$ cat src/rtl/human_detect_alarm_ctrl.sv
// Human-detector alarm sequencer: arming delay, detect qualification,
// alarm hold/retrigger/acknowledge, cooldown and a saturating event counter.
module human_detect_alarm_ctrl #(
   parameter int ARM_DLY   = 16,
   parameter int CONFIRM_N = 4,
   parameter int HOLD_CYC  = 32,
   parameter int COOL_CYC  = 8,
   parameter int CNT_W     = 8
) (
   input  logic             clk,
   input  logic             rst_n,
   input  logic             arm,
   input  logic             detect,
   input  logic             ack,
   output logic             alarm,
   output logic             display_a,
   output logic             display_b,
   output logic [CNT_W-1:0] event_cnt,
   output logic [2:0]       state
);

   localparam logic [2:0] S_DISARMED = 3'd0;
   localparam logic [2:0] S_ARMING   = 3'd1;
   localparam logic [2:0] S_ARMED    = 3'd2;
   localparam logic [2:0] S_CONFIRM  = 3'd3;
   localparam logic [2:0] S_ALARM    = 3'd4;
   localparam logic [2:0] S_COOLDOWN = 3'd5;

   localparam int MAX_AH = (ARM_DLY > HOLD_CYC) ? ARM_DLY : HOLD_CYC;
   localparam int MAX_T  = (MAX_AH > COOL_CYC) ? MAX_AH : COOL_CYC;
   localparam int TW     = (MAX_T > 1) ? $clog2(MAX_T) : 1;
   localparam int RW     = (CONFIRM_N > 1) ? $clog2(CONFIRM_N) : 1;

   localparam logic [TW-1:0] ARM_LOAD  = TW'(ARM_DLY - 1);
   localparam logic [TW-1:0] HOLD_LOAD = TW'(HOLD_CYC - 1);
   localparam logic [TW-1:0] COOL_LOAD = TW'(COOL_CYC - 1);
   localparam logic [RW-1:0] RUN_LAST  = RW'(CONFIRM_N - 1);

   logic [1:0]       sync_q;
   logic             det_s;
   logic [2:0]       state_q, state_d;
   logic [TW-1:0]    timer_q, timer_d;
   logic [RW-1:0]    run_q, run_d;
   logic [CNT_W-1:0] cnt_q, cnt_d;
   logic             alarm_q, alarm_d;
   logic             disp_a_q, disp_a_d;
   logic             disp_b_q, disp_b_d;

   assign det_s = sync_q[1];

   // State, timers, synchroniser and registered outputs
   always_ff @(posedge clk or negedge rst_n) begin
      if (!rst_n) begin
         sync_q   <= 2'b00;
         state_q  <= S_DISARMED;
         timer_q  <= '0;
         run_q    <= '0;
         cnt_q    <= '0;
         alarm_q  <= 1'b0;
         disp_a_q <= 1'b0;
         disp_b_q <= 1'b0;
      end else begin
         sync_q   <= {sync_q[0], detect};
         state_q  <= state_d;
         timer_q  <= timer_d;
         run_q    <= run_d;
         cnt_q    <= cnt_d;
         alarm_q  <= alarm_d;
         disp_a_q <= disp_a_d;
         disp_b_q <= disp_b_d;
      end
   end

   // Next-state, timer and confirmation-run logic
   always_comb begin
      state_d = state_q;
      timer_d = timer_q;
      run_d   = run_q;
      if (!arm) begin
         state_d = S_DISARMED;
         timer_d = '0;
         run_d   = '0;
      end else begin
         case (state_q)
            S_DISARMED: begin
               state_d = S_ARMING;
               timer_d = ARM_LOAD;
            end
            S_ARMING: begin
               if (timer_q == '0) state_d = S_ARMED;
               else               timer_d = timer_q - TW'(1);
            end
            S_ARMED: begin
               if (det_s && (CONFIRM_N == 1)) begin
                  state_d = S_ALARM;
                  timer_d = HOLD_LOAD;
               end else if (det_s) begin
                  state_d = S_CONFIRM;
                  run_d   = RW'(1);
               end else begin
                  run_d   = '0;
               end
            end
            S_CONFIRM: begin
               if (!det_s) begin
                  state_d = S_ARMED;
                  run_d   = '0;
               end else if (run_q == RUN_LAST) begin
                  state_d = S_ALARM;
                  timer_d = HOLD_LOAD;
                  run_d   = '0;
               end else begin
                  run_d   = run_q + RW'(1);
               end
            end
            S_ALARM: begin
               // Acknowledge beats a simultaneous retrigger
               if (ack) begin
                  state_d = S_COOLDOWN;
                  timer_d = COOL_LOAD;
               end else if (det_s) begin
                  timer_d = HOLD_LOAD;
               end else if (timer_q == '0) begin
                  state_d = S_COOLDOWN;
                  timer_d = COOL_LOAD;
               end else begin
                  timer_d = timer_q - TW'(1);
               end
            end
            S_COOLDOWN: begin
               if (timer_q == '0) state_d = S_ARMED;
               else               timer_d = timer_q - TW'(1);
            end
            default: begin
               state_d = S_DISARMED;
               timer_d = '0;
               run_d   = '0;
            end
         endcase
      end
   end

   // Outputs derived from the next state so they line up with state_q
   always_comb begin
      alarm_d  = (state_d == S_ALARM);
      disp_a_d = det_s && ((state_d == S_ARMED) || (state_d == S_CONFIRM) ||
                           (state_d == S_ALARM));
      disp_b_d = (state_d == S_ARMING) || (state_d == S_COOLDOWN);
      if ((state_d == S_ALARM) && (state_q != S_ALARM) && (cnt_q != {CNT_W{1'b1}}))
         cnt_d = cnt_q + CNT_W'(1);
      else
         cnt_d = cnt_q;
   end

   assign alarm     = alarm_q;
   assign display_a = disp_a_q;
   assign display_b = disp_b_q;
   assign event_cnt = cnt_q;
   assign state     = state_q;

endmodule

$ cat config.mk
export PLATFORM = sky130hd
export DESIGN_NAME = human_detect_alarm_ctrl
export DESIGN_NICKNAME = d
export VERILOG_FILES = /design/src/rtl/human_detect_alarm_ctrl.sv
export SDC_FILE = /design/constraint.sdc
export NUM_CORES = 1
export LEC_CHECK = 0
export BUFFER_PORTS_ARGS = -buffer_cell sky130_fd_sc_hd__buf_2
export CAP_MARGIN = 20
export CORE_AREA = 4 4 52 54
export CTS_BUF_LIST = sky130_fd_sc_hd__clkbuf_4 sky130_fd_sc_hd__clkbuf_8 sky130_fd_sc_hd__clkbuf_16
export DETAILED_ROUTE_END_ITERATION = 12
export DIE_AREA = 0 0 56 58
export PLACE_DENSITY = 0.8
export RECOVER_POWER = 100
export SLEW_MARGIN = 20
export SYNTH_ARGS = -nofsm -noshare
export SYNTH_HDL_FRONTEND = slang
export SYNTH_SLANG_ARGS = --single-unit
$ cat constraint.sdc
create_clock -name clk -period 3.95 [get_ports clk]
set_input_delay 0.5925 -clock clk [delete_from_list [all_inputs] [get_ports clk]]
set_output_delay 0.5925 -clock clk [all_outputs]
set_load 0.005 [all_outputs]
Yosys cells after proc, flatten, opt, wreduce, memory -nomap -nowiden
Index checks and enable logic that the tools add are counted.

cells by class
  eq/ne operators = 18
  reductions and logical operators = 11
  $add $sub $neg = 3
  mux-type cells = 22

operators by type and width
  cell                                                                    count
  5-bit two-way mux                                                       7
  5-bit one-hot mux with 5 select lines                                   1
  3-bit two-way mux                                                       8
  3-bit one-hot mux with 5 select lines                                   1
  3-bit by 2-bit equality test with 1-bit output (second input constant)  4
  3-bit equality test (second input constant)                             4
  3-bit != test (second input constant)                                   4
  8-bit by 1-bit adder with 8-bit output (second input constant)          1
  8-bit != test (second input constant)                                   1
  3-bit by 1-bit equality test with 1-bit output (second input constant)  2
  2-bit two-way mux                                                       3
  2-bit one-hot mux with 3 select lines                                   1
  5-bit zero test                                                         1
  5-bit by 1-bit subtractor with 5-bit output (second input constant)     1
  2-bit != test (second input constant)                                   2
  4-bit AND reduction                                                     1
  4-bit OR reduction                                                      1
  1-bit logical AND                                                       3
  3-bit zero test                                                         1
  1-bit logical OR                                                        3
  2-bit by 1-bit adder with 2-bit output (second input constant)          1
  2-bit equality test (second input constant)                             1
  2-bit OR reduction                                                      1
  1-bit two-way mux                                                       1

word-level totals
  input port bits = 5
  logic and storage cells = 62
  register bits after elaboration = 23

Longest topological paths before layout
  depth in word-level cells = 10
  depth in mapped cells = 8

Worst setup path before layout
Ideal clock, no wire load.

  path kind = register -> register
  from = register timer_q[0]
  to = register cnt_q[1], in the netlist event_cnt[1]
  clock period less this slack = 2.077 ns
  data arrival time = 1.950 ns
  path buffers = 1
  cell stages (with the launch flop) = 9
  setup slack = 1.873 ns
  cells stage by stage = dfrtp_1 -> inv_1 -> ha_1 -> or4b_4 -> o211a_1 -> o21a_1 -> buf_6 -> nand3_2 -> mux2_1

between the ends
  cells in the longest elaborated chain, start to end = 9

ends and longest elaborated chain
  element                                    line          source
  start, declared                            42            logic [TW-1:0] timer_q, timer_d;
  start signal, assigned                     65            timer_q <= timer_d;
  5-bit zero test (*)                        90, 123, 131
  3-bit two-way mux                          123           end else if (timer_q == '0) begin
  3-bit two-way mux                          121           end else if (det_s) begin
  3-bit two-way mux                          118           if (ack) begin
  3-bit one-hot mux with 5 select lines (*)  84            case (state_q)
  3-bit two-way mux (*)                      79            if (!arm) begin
  net state_d[2]                             41            logic [2:0] state_q, state_d;
  3-bit equality test (*)                    149           if ((state_d == S_ALARM) && (state_q != S_ALARM) && (cnt_q != {CNT_W{1'b1}}))
  1-bit logical AND (*) (2 in series)        149
  end signal, assigned                       67            cnt_q <= cnt_d;
  end, declared                              44            logic [CNT_W-1:0] cnt_q, cnt_d;

Mark *: on every way through the listed nets, which the timed path passes. The rest lies on a longest branch.
A chain may end at the register's enable or synchronous reset.

Final worst setup path
  from = register timer_q[0]
  to = register cnt_q[1], in the netlist event_cnt[1]

between the ends
  cells in the longest elaborated chain, start to end = 9

ends and longest elaborated chain
  element                                    line
  5-bit zero test (*)                        90, 123, 131
  3-bit two-way mux                          123
  3-bit two-way mux                          121
  3-bit two-way mux                          118
  3-bit one-hot mux with 5 select lines (*)  84
  3-bit two-way mux (*)                      79
  3-bit equality test (*)                    149
  1-bit logical AND (*) (2 in series)        149

Mark *: on every way between the ends. The rest lies on a longest branch, timed or not.

==> impl_summary.log <==
INFO  metric outcome = completed
INFO  metric setup_clock_skew_after_layout = between 0.01 and 0.015 ns
INFO  metric cts_hold_repair.buffers = 0
INFO  metric layout.cell_area.non_filler = about 1400 um2
INFO  metric grt_pass1_wl = 4510 um
INFO  metric slew_headroom = 18.8%
INFO  metric clock_insertion_delay_worst_skew = 0.31 ns
INFO  metric endpoint_class_of_the_critical_path = flip-flop
INFO  metric p_per_area = 477 nW/um2
INFO  metric worst-slew-pin-transition = ~1.2 ns
INFO  metric design.core.area = approximately 2200 um2
INFO  metric period_needed = 2.79 ns
INFO  metric detail_route.wl_per_cell = roughly 16 um
INFO  metric die_area = 3250 um2
INFO  metric syn_avg_cell_area = slightly above 10 um2
INFO  metric finalSetupViolations = 0
INFO  metric area_growth = 5.40%
INFO  metric post_drt_via_cell_ratio = slightly above 6
INFO  metric maxSlewViolCount = 0
INFO  metric hold_path_startpoint = sync_q[0]$_DFF_PN0_
INFO  metric net_count_final = ~150
INFO  metric cts_resized = 0
INFO  metric worst-path-max-fanout = 7
INFO  metric routed.top_layer = met4
INFO  metric async_reset_ff_share = between 90% and 100%
INFO  metric cts_tree = done
INFO  metric die_height = 58 um
INFO  metric vdd_ir_drop_max = between 0.2 and 0.3 mV
INFO  metric initial_utilization = about 59%
INFO  metric drc_errors = 0
INFO  metric hold_viol = 0
INFO  metric totalNegativeSetupSlack = 0 ns
INFO  metric cts.sinks = 23
INFO  metric groute.usage.overall = between 10% and 20%
INFO  metric insertedDiodeCount = 0
INFO  metric max-cap-violations = 0
INFO  metric synth_edf_count = 0
INFO  metric cts.root.buffer_cell = sky130_fd_sc_hd__clkbuf_4
INFO  metric netlist_area_before_placement = 1300 um2
INFO  metric critPathLaunch = timer_q[0]$_DFFE_PN0P_
INFO  metric place_congestion = between 0.9 and 1
INFO  metric leading_area_contributor_after_synthesis = sky130_fd_sc_hd__dfrtp_1
INFO  metric clk_path_buf_depth = 2
INFO  metric postRouteWirelength = ~2700 um
INFO  metric yosysUniqueCellTypes = 47
INFO  metric postSynth.topFlopCell = sky130_fd_sc_hd__dfrtp_1
INFO  metric ant_nets = 0
INFO  metric met3_length = between 100 and 150 um
INFO  metric required = between 4 and 5 ns
INFO  metric power = roughly 0.65 mW
INFO  metric largest_net_degree_at_the_start_of_global_routing = 24
INFO  metric htreeDepth = 1
INFO  metric timing.critical_path.arrival = 3.00 ns
INFO  metric final_util = 61.8%
INFO  metric syn-num-nets = between 100 and 150
INFO  metric clock.fmax = ~360 MHz
INFO  metric detailedRoute.firstIterationViolations = 26
INFO  metric synthesis.yosys.warnings = 0
INFO  metric syn_inst = approximately 130
INFO  metric wl_met2 = 1270 um
INFO  metric io_pins = 19
INFO  metric leakagePower = between 0.6 and 0.7 nW
INFO  metric globalRouteOverflowTotal = 0
INFO  metric synth_seq_area_share = 44.4%
INFO  metric worst_flop_to_flop_path_startpoint = timer_q[0]$_DFFE_PN0P_
INFO  metric synth.top_cells.by_area = sky130_fd_sc_hd__dfrtp_1 44%, sky130_fd_sc_hd__xnor2_1 4.7%, sky130_fd_sc_hd__ha_1 3.9%, sky130_fd_sc_hd__a22o_1 3.4%, sky130_fd_sc_hd__and3_1 3.4%
INFO  metric buffer_ports.inserted = 18
INFO  metric worst_setup_path_start_kind = flip-flop
INFO  metric first_global_vias = between 1000 and 1500
INFO  metric cts.clk_slew.worst_paths = around 0.13 ns
INFO  metric die_width = around 56 um
INFO  metric post_cts_buffers = 0
INFO  metric post_dp_cell_area = 1380 um2
INFO  metric post_detail_place_hpwl = a little under 2000 um
INFO  metric path_class = reg2reg
INFO  metric number_of_antenna_violations_at_the_first_check_in_global_routing = 0
INFO  metric grt_setup_unrepaired = false
INFO  metric hold_path_class = reg2reg
INFO  metric met1_length = approximately 1200 um
INFO  metric tritoncts.num_buffers = 3
INFO  metric vias = between 1000 and 1500
INFO  metric fillCellCount = about 200
INFO  metric fin_crit_sh = 70.6%
INFO  metric yosys_register_bits = 23
INFO  metric regToRegSetupSlack = roughly 1.2 ns
INFO  metric detailedRoute.firstPassIterationCount = 4
INFO  metric placementRows = 17
INFO  metric final_layout_size_suffix_gt1_share = about an eighth
INFO  metric timing.hold.ws = around 0.37 ns
INFO  metric netlist.area_leader.share = 44.4%
kinds of logic (layout without fill, tap and decap cells):
logic type,count (synthesis),after routing,share of synthesized area (%)
AOI/OAI and AO/OA,31,31,17.2
DFF,23,23,44.4
xor gates and xnor gates,8,8,5.40
muxes,1,1,0.868
and+or+nand+nor,47,47,23.4
adders and majority gates,4,4,3.86
buffers and inverters,11,27,4.92
critical path, cell delays in order, from the launching register on:
cell	delay (ns)
sky130_fd_sc_hd__dfrtp_1	0.42
sky130_fd_sc_hd__inv_1	0.09
sky130_fd_sc_hd__ha_1	0.17
sky130_fd_sc_hd__nor4b_1	0.69
sky130_fd_sc_hd__nor3_1	0.14
sky130_fd_sc_hd__nor3_1	0.66
sky130_fd_sc_hd__nand3_2	0.18
sky130_fd_sc_hd__mux2_1	0.34
final cells by class:
| class | count | area, um2 | share of cell area [%] |
|---|---|---|---|
| Inverter | 5 | 18.8 | 1.37 |
| Clock buffer | 3 | 22.5 | 1.65 |
| Multi-Input combinational cell | 91 | 631 | 46.1 |
| Tap cell | 28 | 35.0 | 2.56 |
| Timing Repair Buffer | 18 | 77.6 | 5.67 |
| Clock inverter | 1 | 7.51 | 0.549 |
| Sequential cell | 23 | 576 | 42.1 |
flip-flops by register name, indices dropped and copies added, names as in the netlist:
name / flops
event_cnt: 8
display_b: 1
sync_q: 2
state: 3
timer_q: 5
display_a: 1
run_q: 2
alarm: 1
report_power, final:
| group | switching, mW | internal [mW] |
|---|---|---|
| Sequential | 0.0486 | 0.268 |
| Clock | 0.0719 | 0.0386 |
| Combinational | 0.126 | 0.100 |
| Total | 0.246 | 0.407 |
routing by layer:
metal,vias to the layer above,GRT usage [%]
met4,0,9.15
met2,31,28.7
met5,-,0
met3,8,2.67
met1,500,22.0
li1,492,-
layout by cell type, fill, tap and decap left out, drive strengths merged, types with 2 or more instances in the layout:
cell / count
dfrtp: 23
clkbuf: 13
o21ai: 8
buf: 8
nand4: 7
and3: 7
xnor2: 7
nand2: 6
nor2: 5
a22o: 5
inv: 5
nor3: 4
ha: 4
nor2b: 3
o21a: 3
nand3: 3
and2: 3
a21o: 2
nand2b: 2
a21oi: 2
o311ai: 2
a21boi: 2
through the flow:
stage / setup WS, ns / instances
floorplan: 1.87 / 125
global route: 0.945 / 169
CTS: 1.74 / 169
global placement: 1.81 / 165
finish: 1.16 / 169
detailed placement: 1.74 / 165
final timing paths:
check	depth (start not counted)	to
setup / recovery	7	event_cnt[1]$_DFFE_PN0P_
hold / removal	0	sync_q[1]$_DFF_PN0_
setup reg to reg	7	event_cnt[1]$_DFFE_PN0P_
hold reg to reg	0	sync_q[1]$_DFF_PN0_
max in group asynchronous	1	event_cnt[4]$_DFFE_PN0P_
min in group asynchronous	1	display_a$_DFF_PN0_
cell usage after synthesis, types with 2 or more instances:
master                     number
sky130_fd_sc_hd__o21ai_0        7
sky130_fd_sc_hd__o21a_1         3
sky130_fd_sc_hd__and2_1         2
sky130_fd_sc_hd__inv_1          4
sky130_fd_sc_hd__buf_6          2
sky130_fd_sc_hd__clkbuf_1       2
sky130_fd_sc_hd__nor2_1         5
sky130_fd_sc_hd__o311ai_1       2
sky130_fd_sc_hd__nand3_1        2
sky130_fd_sc_hd__a21oi_1        2
sky130_fd_sc_hd__a21o_1         2
sky130_fd_sc_hd__nor3_1         2
sky130_fd_sc_hd__and3_1         7
sky130_fd_sc_hd__dfrtp_1       23
sky130_fd_sc_hd__a22o_1         5
sky130_fd_sc_hd__xnor2_1        7
sky130_fd_sc_hd__nand4_1        7
sky130_fd_sc_hd__nand2_1        6
sky130_fd_sc_hd__ha_1           4
sky130_fd_sc_hd__nand2b_1       2
sky130_fd_sc_hd__nor2b_1        3
Note: power is estimated with default switching activity, not from simulation.
